===== config.mk =====
export PLATFORM = sky130hd
export DESIGN_NAME = ysyx_25030093_lsu_ext_flat
export DESIGN_NICKNAME = d
export VERILOG_FILES = /design/src/rtl/ysyx_25030093_lsu_ext_if.sv /design/src/rtl/ysyx_25030093_lsu_ext.sv /design/src/flat_wrapper.sv
export SDC_FILE = /design/constraint.sdc
export NUM_CORES = 1
export LEC_CHECK = 0
export CELL_PAD_IN_SITES_DETAIL_PLACEMENT = 1
export CELL_PAD_IN_SITES_GLOBAL_PLACEMENT = 1
export CORE_UTILIZATION = 40
export CTS_BUF_LIST = sky130_fd_sc_hd__clkbuf_2
export DETAILED_ROUTE_END_ITERATION = 6
export MAX_ROUTING_LAYER = met4
export PLACE_DENSITY_LB_ADDON = 0.1
export SLEW_MARGIN = 20
export SYNTH_ARGS = -nofsm -noshare
export SYNTH_HDL_FRONTEND = slang
export SYNTH_SLANG_ARGS = --single-unit

===== constraint.sdc =====
create_clock -name clock -period 6.8 [get_ports clock]
set_input_delay 0.68 -clock clock [delete_from_list [all_inputs] [get_ports clock]]
set_output_delay 0.68 -clock clock [all_outputs]
set_load 0.005 [all_outputs]

===== src/rtl/ysyx_25030093_lsu_ext_if.sv =====
// LSU memory request port: single-outstanding request/response bus between
// the LSU (master) and the memory/MMIO fabric (slave).
//   lsu_reqValid  master->slave  request valid, held until response or timeout
//   lsu_addr      master->slave  byte address (word-aligned outside MMIO)
//   lsu_size      master->slave  00 byte, 01 half, 10 word
//   lsu_wen       master->slave  1 = write
//   lsu_wdata     master->slave  write data already shifted to its byte lane
//   lsu_wmask     master->slave  byte strobes (0000 for reads)
//   lsu_respValid slave->master  response / write acknowledge
//   lsu_rdata     slave->master  read data
interface ysyx_25030093_lsu_ext_if;
    logic        lsu_reqValid;
    logic [31:0] lsu_addr;
    logic [1:0]  lsu_size;
    logic        lsu_wen;
    logic [31:0] lsu_wdata;
    logic [3:0]  lsu_wmask;
    logic        lsu_respValid;
    logic [31:0] lsu_rdata;

    modport master (
        output lsu_reqValid, lsu_addr, lsu_size, lsu_wen, lsu_wdata, lsu_wmask,
        input  lsu_respValid, lsu_rdata
    );

    modport slave (
        input  lsu_reqValid, lsu_addr, lsu_size, lsu_wen, lsu_wdata, lsu_wmask,
        output lsu_respValid, lsu_rdata
    );
endinterface


===== src/rtl/ysyx_25030093_lsu_ext.sv =====
// Load/store unit between EXU and WBU. Accepts one RV32I load/store at a
// time, checks it, issues a single bus request, and holds the completion
// (load data or error) until WBU takes it.
// Ports:
//   clock, reset           clock; asynchronous active-high reset
//   in_valid / out_ready   request handshake from EXU
//   addr, wdata, funct3,   effective address, store data, access type,
//   is_store               load/store select
//   out_valid / in_ready   completion handshake to WBU
//   LSU_data               load result (0 for stores and errors)
//   lsu_err, err_cause     error flag; 01 misaligned, 10 timeout, 11 illegal
//   bus                    memory request port (master side)
//
// state | meaning
// IDLE  | ready for a new request
// REQ   | bus request outstanding, timeout counter running
// DONE  | completion presented to WBU, waiting for in_ready
module ysyx_25030093_lsu_ext #(
    parameter logic [31:0] MMIO_BASE  = 32'h1000_0000,
    parameter logic [31:0] MMIO_LIMIT = 32'h1000_0fff,
    parameter int          TIMEOUT    = 256
) (
    input  logic        clock,
    input  logic        reset,
    input  logic        in_valid,
    output logic        out_ready,
    input  logic [31:0] addr,
    input  logic [31:0] wdata,
    input  logic [2:0]  funct3,
    input  logic        is_store,
    output logic        out_valid,
    input  logic        in_ready,
    output logic [31:0] LSU_data,
    output logic        lsu_err,
    output logic [1:0]  err_cause,
    ysyx_25030093_lsu_ext_if.master bus
);

    typedef enum logic [1:0] {IDLE, REQ, DONE} state_t;

    // Down-counter: loaded with TIMEOUT-1 on accept, so reaching zero in REQ
    // marks the TIMEOUT-th request cycle.
    localparam logic [15:0] TO_LOAD = 16'(TIMEOUT - 1);

    state_t      state, state_nxt;
    logic [2:0]  f3_q;
    logic        st_q;
    logic [1:0]  alo_q;
    logic        mmio_q;
    logic [15:0] cnt;

    logic        mmio;
    logic        illegal;
    logic        misal;
    logic [3:0]  base_mask;
    logic [31:0] raw;
    logic [31:0] load_res;

    always_comb begin
        mmio    = (addr >= MMIO_BASE) && (addr <= MMIO_LIMIT);
        illegal = (funct3 == 3'b011) || (funct3 == 3'b110) || (funct3 == 3'b111)
                  || (is_store && funct3[2]);
        misal   = ((funct3[1:0] == 2'b01) && addr[0])
                  || ((funct3[1:0] == 2'b10) && (addr[1:0] != 2'b00));
        case (funct3[1:0])
            2'b00:   base_mask = 4'b0001;
            2'b01:   base_mask = 4'b0011;
            default: base_mask = 4'b1111;
        endcase
    end

    // MMIO devices return data already at bit 0; memory returns the full word.
    always_comb begin
        raw = mmio_q ? bus.lsu_rdata : (bus.lsu_rdata >> {alo_q, 3'b000});
        case (f3_q)
            3'b000:  load_res = {{24{raw[7]}}, raw[7:0]};
            3'b001:  load_res = {{16{raw[15]}}, raw[15:0]};
            3'b100:  load_res = {24'd0, raw[7:0]};
            3'b101:  load_res = {16'd0, raw[15:0]};
            default: load_res = raw;
        endcase
    end

    always_ff @(posedge clock or posedge reset) begin
        if (reset) state <= IDLE;
        else       state <= state_nxt;
    end

    always_comb begin
        state_nxt        = state;
        out_ready        = 1'b0;
        out_valid        = 1'b0;
        bus.lsu_reqValid = 1'b0;
        case (state)
            IDLE: begin
                out_ready = 1'b1;
                if (in_valid) state_nxt = (illegal || misal) ? DONE : REQ;
            end
            REQ: begin
                bus.lsu_reqValid = 1'b1;
                if (bus.lsu_respValid || (cnt == 16'd0)) state_nxt = DONE;
            end
            DONE: begin
                out_valid = 1'b1;
                if (in_ready) state_nxt = IDLE;
            end
            default: state_nxt = IDLE;
        endcase
    end

    always_ff @(posedge clock or posedge reset) begin
        if (reset) begin
            f3_q          <= 3'd0;
            st_q          <= 1'b0;
            alo_q         <= 2'd0;
            mmio_q        <= 1'b0;
            cnt           <= 16'd0;
            bus.lsu_addr  <= 32'd0;
            bus.lsu_size  <= 2'd0;
            bus.lsu_wen   <= 1'b0;
            bus.lsu_wdata <= 32'd0;
            bus.lsu_wmask <= 4'd0;
            LSU_data      <= 32'd0;
            lsu_err       <= 1'b0;
            err_cause     <= 2'b00;
        end else begin
            case (state)
                IDLE: begin
                    if (in_valid) begin
                        f3_q   <= funct3;
                        st_q   <= is_store;
                        alo_q  <= addr[1:0];
                        mmio_q <= mmio;
                        cnt    <= TO_LOAD;
                        if (illegal) begin
                            LSU_data  <= 32'd0;
                            lsu_err   <= 1'b1;
                            err_cause <= 2'b11;
                        end else if (misal) begin
                            LSU_data  <= 32'd0;
                            lsu_err   <= 1'b1;
                            err_cause <= 2'b01;
                        end else begin
                            bus.lsu_addr  <= mmio ? addr : {addr[31:2], 2'b00};
                            bus.lsu_size  <= funct3[1:0];
                            bus.lsu_wen   <= is_store;
                            bus.lsu_wdata <= wdata << {addr[1:0], 3'b000};
                            bus.lsu_wmask <= is_store ? (base_mask << addr[1:0]) : 4'b0000;
                        end
                    end
                end
                REQ: begin
                    // A response on the terminal-count cycle wins over timeout.
                    if (bus.lsu_respValid) begin
                        LSU_data  <= st_q ? 32'd0 : load_res;
                        lsu_err   <= 1'b0;
                        err_cause <= 2'b00;
                    end else if (cnt == 16'd0) begin
                        LSU_data  <= 32'd0;
                        lsu_err   <= 1'b1;
                        err_cause <= 2'b10;
                    end else begin
                        cnt <= cnt - 16'd1;
                    end
                end
                default: ;
            endcase
        end
    end

endmodule


===== src/flat_wrapper.sv =====
// flat-port wrapper written by rule: the top's interface ports become plain ports
module ysyx_25030093_lsu_ext_flat 
#(
    parameter logic [31:0] MMIO_BASE  = 32'h1000_0000,
    parameter logic [31:0] MMIO_LIMIT = 32'h1000_0fff,
    parameter int          TIMEOUT    = 256
)
  (clock, reset, in_valid, out_ready, addr, wdata, funct3, is_store, out_valid, in_ready, LSU_data, lsu_err, err_cause, bus_lsu_reqValid, bus_lsu_addr, bus_lsu_size, bus_lsu_wen, bus_lsu_wdata, bus_lsu_wmask, bus_lsu_respValid, bus_lsu_rdata);
  ysyx_25030093_lsu_ext_if bus_i ();
  input  logic clock;
  input  logic reset;
  input  logic in_valid;
  output logic out_ready;
  input  logic [31:0] addr;
  input  logic [31:0] wdata;
  input  logic [2:0] funct3;
  input  logic is_store;
  output logic out_valid;
  input  logic in_ready;
  output logic [31:0] LSU_data;
  output logic lsu_err;
  output logic [1:0] err_cause;
  output wire logic [$bits(bus_i.lsu_reqValid)-1:0] bus_lsu_reqValid;
  output wire logic [$bits(bus_i.lsu_addr)-1:0] bus_lsu_addr;
  output wire logic [$bits(bus_i.lsu_size)-1:0] bus_lsu_size;
  output wire logic [$bits(bus_i.lsu_wen)-1:0] bus_lsu_wen;
  output wire logic [$bits(bus_i.lsu_wdata)-1:0] bus_lsu_wdata;
  output wire logic [$bits(bus_i.lsu_wmask)-1:0] bus_lsu_wmask;
  input wire logic [$bits(bus_i.lsu_respValid)-1:0] bus_lsu_respValid;
  input wire logic [$bits(bus_i.lsu_rdata)-1:0] bus_lsu_rdata;
  assign bus_lsu_reqValid = bus_i.lsu_reqValid;
  assign bus_lsu_addr = bus_i.lsu_addr;
  assign bus_lsu_size = bus_i.lsu_size;
  assign bus_lsu_wen = bus_i.lsu_wen;
  assign bus_lsu_wdata = bus_i.lsu_wdata;
  assign bus_lsu_wmask = bus_i.lsu_wmask;
  assign bus_i.lsu_respValid = bus_lsu_respValid;
  assign bus_i.lsu_rdata = bus_lsu_rdata;
  ysyx_25030093_lsu_ext #(.MMIO_BASE(MMIO_BASE), .MMIO_LIMIT(MMIO_LIMIT), .TIMEOUT(TIMEOUT)) u_core (.clock(clock), .reset(reset), .in_valid(in_valid), .out_ready(out_ready), .addr(addr), .wdata(wdata), .funct3(funct3), .is_store(is_store), .out_valid(out_valid), .in_ready(in_ready), .LSU_data(LSU_data), .lsu_err(lsu_err), .err_cause(err_cause), .bus(bus_i));
endmodule

==> results.txt <==
- The run finished with clean final reports.
* Main synth FF type: sky130_fd_sc_hd__dfrtp_1
* CP Data Required Time: 7.46 ns
* Vertical die dimension: around 130 um
- Origin of the critical flop-to-flop path: u_core.alo_q[0]$_DFFE_PP0P_
- Clk Latency, worst-skew pair: 0.73 ns
- Arrival time at the worst endpoint: approximately 3.6 ns
- Derived from the worst setup path, the maximum achievable clock frequency is approximately 340 MHz.
* Element type at the critical path end: flip-flop
- The share of the Yosys chip area taken by registers is 0.4785.
* Synth-to-Final Area Change: 35.62%
- Across the routed clock network, the largest skew measured is roughly 0.037 ns.
- After detailed routing, the average wire length per cell comes to between 15 and 20 um.
- For this run, the detailed router's first-pass iteration total came to 4.
* Clock H-tree levels: 4
* Total power divided by cell area: around 350 nW/um2
- Across every metal layer, demand over resource in global routing totals 0.2584.
- Leaving out fill and tap cells, the most frequent cells in the layout are sky130_fd_sc_hd__clkdlybuf4s50_1, sky130_fd_sc_hd__dfrtp_1, sky130_fd_sc_hd__nand2_1, sky130_fd_sc_hd__mux2_4, sky130_fd_sc_hd__nor2_1.
* Initial cell density of the core: 0.4116
* Minimum setup slack after placement: 3.336 ns
- After detailed routing, the number of vias per cell comes to 5.509.
- Across the VDD grid, the largest voltage drop is about 170 uV.
- After global routing the overflow that remains totals 0.
- The detailed router finished its first iteration with 327 violations.
* Total area of multi-input combinational cells: approximately 3300 um2
* Multiplexer share of the synthesized area: 0.1158
- A synthesized cell averages 10.56 um2.
* Arithmetic-cell share of the synthesized area counting full adders, half adders and majority gates: 0.003653
- When the netlist entered floorplanning its net count stood at 756.
- Fillcell total: 1804
- During synthesis, Yosys emitted a total of 0 warnings.
- Type of the setup path with the least slack: reg -> reg
- The initialized floorplan defines 47 standard-cell rows.
* Global-route layer with the greatest usage: met2
- Post-CTS repair changed the size of 0 cells.
* Max-capacitance violation count: 0
- Flops & latches, synth: roughly 130
* TritonCTS Sinks: 131
- Share of the synthesized netlist area taken by xor and xnor gates: 0.01406
* Gate count after technology mapping: between 600 and 700
- HPWL Detailed: 15.89 mm
- Setup repair after global routing left no endpoint under its margin.
- Across all setup checks in the final design, the least slack found is between 3 and 4 ns.
- Mapped Area: approximately 7000 um2
* Clock tree root driver cell: sky130_fd_sc_hd__clkbuf_2
- Total power of the final layout: roughly 0.0033 W
- Routed Wire Length: 21.45 mm
* Top-level port count: around 210
* CTS tree: built
* Synth Area in Compound Gates: 0.1744
- The worst setup path is launched from a flip-flop.
- Max-slew violation count: 0
* Share of layout cells above drive strength 1: 0.1216
- Share of async-settable or async-resettable flops after synthesis: 1.000
- Count of distinct cell types in the synthesized netlist: 68
* Global routing usage on met2: 0.4238
* Hold violation total from the final report: 0
- The number of hold buffers added after CTS was 0.
* Fraction of the mapped netlist area in simple logic gates: 0.1693
- Sequential Area: about 3300 um2
- After clock tree synthesis, the clock-pin slew on the worst setup and hold paths is roughly 0.23 ns.
- Transition at the pin with the smallest max-transition slack: between 1 and 1.5 ns
- First-pass GRT wire length: around 34 mm
- Number of DRC violations after detailed routing: 0
- Floorplan die width: roughly 130 um
- Final nets: around 950
* Post-route minimum period: around 2.9 ns
* GR Layer Usage met3: 0.07088
* Pin count of the biggest net entering global routing: slightly above 80
* Worst Hold Class: in -> async
* Via total after detailed routing: approximately 5900
- Post-CTS setup-driven buffer insertion count: 0
* Share of the clock period used by the worst path: 0.4314
* Number of global-route vias before repair: between 6000 and 7000
* Ant. Diodes: 0
- The detail route stage leaves a number of antenna-violating nets equal to 0.
- The number of antenna violations at the first check in global routing came to 0.
* Count of flip-flops with a built-in enable after synthesis: 0
- Port Buffers: between 200 and 250
* Leakage: 4.003 nW
* Maximum fanout count along the critical path: 31
- After synthesis, the largest family of logic cells by area is compound AO/OA/AOI/OAI gates.
* Most common cell after layout, fill and taps aside: sky130_fd_sc_hd__clkdlybuf4s50_1
- No sink is reached through more buffers than the 2 on the longest clock path.
- The worst pin sits at a relative slew slack of 0.3266.
- For this run, global-route usage on met1 was measured as 0.3051.
- Origin of the worst setup path: u_core.alo_q[0]$_DFFE_PP0P_
- TritonCTS created 17 clock buffers.
- The die covers around 18000 um2.
- Routability Congestion: around 0.85
- The floorplan step defined a core boundary enclosing roughly 17000 um2.
- In the final timing run, aggregate negative setup slack is 0 ns.
- Setup violations remaining at the end of the flow were counted as 0.
critical path: stages, from the launching register on:
cell and delay [ns]:
sky130_fd_sc_hd__dfrtp_1 1.04, sky130_fd_sc_hd__nor2b_2 0.77, sky130_fd_sc_hd__a32o_1 0.33, sky130_fd_sc_hd__a211oi_2 0.07
sky130_fd_sc_hd__o31ai_4 0.47, sky130_fd_sc_hd__a22o_1 0.20
report_power, final:
group / leakage [nW] / switching, W / total, W / internal [W]
sequential: 1.66 / 0.000239 / 0.00129 / 0.00105
clock: 0.147 / 0.000321 / 0.000496 / 0.000175
combinational: 2.20 / 0.000608 / 0.00147 / 0.000860
path summary, 6_finish.rpt:
kind / endpoint / slack, ns / cells past startpoint
worst max-delay path: u_core.LSU_data[21]$_DFFE_PP0P_ / 3.87 / 5
worst min-delay path: u_core.bus.lsu_addr[26]$_DFFE_PP0P_ / 0.42 / 2
worst max register to register: u_core.LSU_data[21]$_DFFE_PP0P_ / 3.87 / 5
worst min register to register: u_core.LSU_data[0]$_DFFE_PP0P_ / 0.51 / 2
max in group asynchronous: u_core.mmio_q$_DFFE_PP0P_ / 4.91 / 3
min in group clock: u_core.LSU_data[0]$_DFFE_PP0P_ / 0.51 / 2
layer usage:
| layer | part of all wire | wire (um) |
|---|---|---|
| met2 | 0.50 | 10700 |
| met3 | 0.058 | 1252 |
| met4 | 0.022 | 471 |
| met1 | 0.42 | 9029 |
| met5 | 0 | 0 |
per-stage QoR:
stage	instance area [um2]	util	cells	hold slack, ns
5_1_grt	9290	0.5582	1075	0.4285
2_1_floorplan	6850	-	649	0.4597
3_5_place_dp	9041	0.5433	1043	0.4715
3_3_place_gp	9041	0.5433	1043	0.4528
4_1_cts	9286	0.5580	1075	0.3887
6_report	9290	0.5582	1075	0.4186
area by class of cell:
class / count / area share
repair buffers: 218 / 0.2330
well taps: 220 / 0.02963
inverters: 10 / 0.004310
multi-input cells: 464 / 0.3537
flip-flops and latches: 131 / 0.3530
clock buffers: 18 / 0.009697
clock inverters: 14 / 0.01670
cells in the mapped netlist, drive strengths merged, types with 5 or more instances:
cell type	instances	area [um2]
mux2i	17	170.2
nor3	5	36.29
o31ai	11	110.1
o32a	7	70.07
clkbuf	17	63.81
a22o	10	87.58
nor2	36	137.6
mux2	42	623.1
a221oi	7	61.31
nand4	6	43.79
o21ai	36	180.2
o211ai	8	60.06
nand2	111	416.7
a21oi	35	182.7
inv	10	37.53
nor4	8	86.33
buf	27	201.4
a32o	7	70.07
o221ai	7	61.31
xor2	9	78.83
a22oi	9	67.56
and2	8	50.05
or4	6	56.30
dfrtp	131	3278
nor2b	25	156.4
nand3	5	25.02
a211oi	12	95.09
kinds of logic (layout without fill, tap and decap cells):
group / after synthesis / after routing
AND/OR/NAND/NOR: 229 / 229
AO/OA/AOI/OAI: 163 / 163
flip-flops: 131 / 131
multiplexers: 59 / 59
buffers and inverters: 54 / 260
XOR/XNOR: 11 / 11
adder cells (fa/ha/maj): 2 / 2
registers in the layout, summed over array words and instances (netlist names):
name and flops:
u_core.LSU_data 32, u_core.alo_q 2, u_core.bus.lsu_addr 32, u_core.bus.lsu_size 2
u_core.bus.lsu_wdata 32, u_core.bus.lsu_wen 1, u_core.bus.lsu_wmask 4, u_core.cnt 16
u_core.err_cause 2, u_core.f3_q 3, u_core.lsu_err 1, u_core.mmio_q 1
u_core.st_q 1, u_core.state 2
Power figures use the tool's default switching activity.
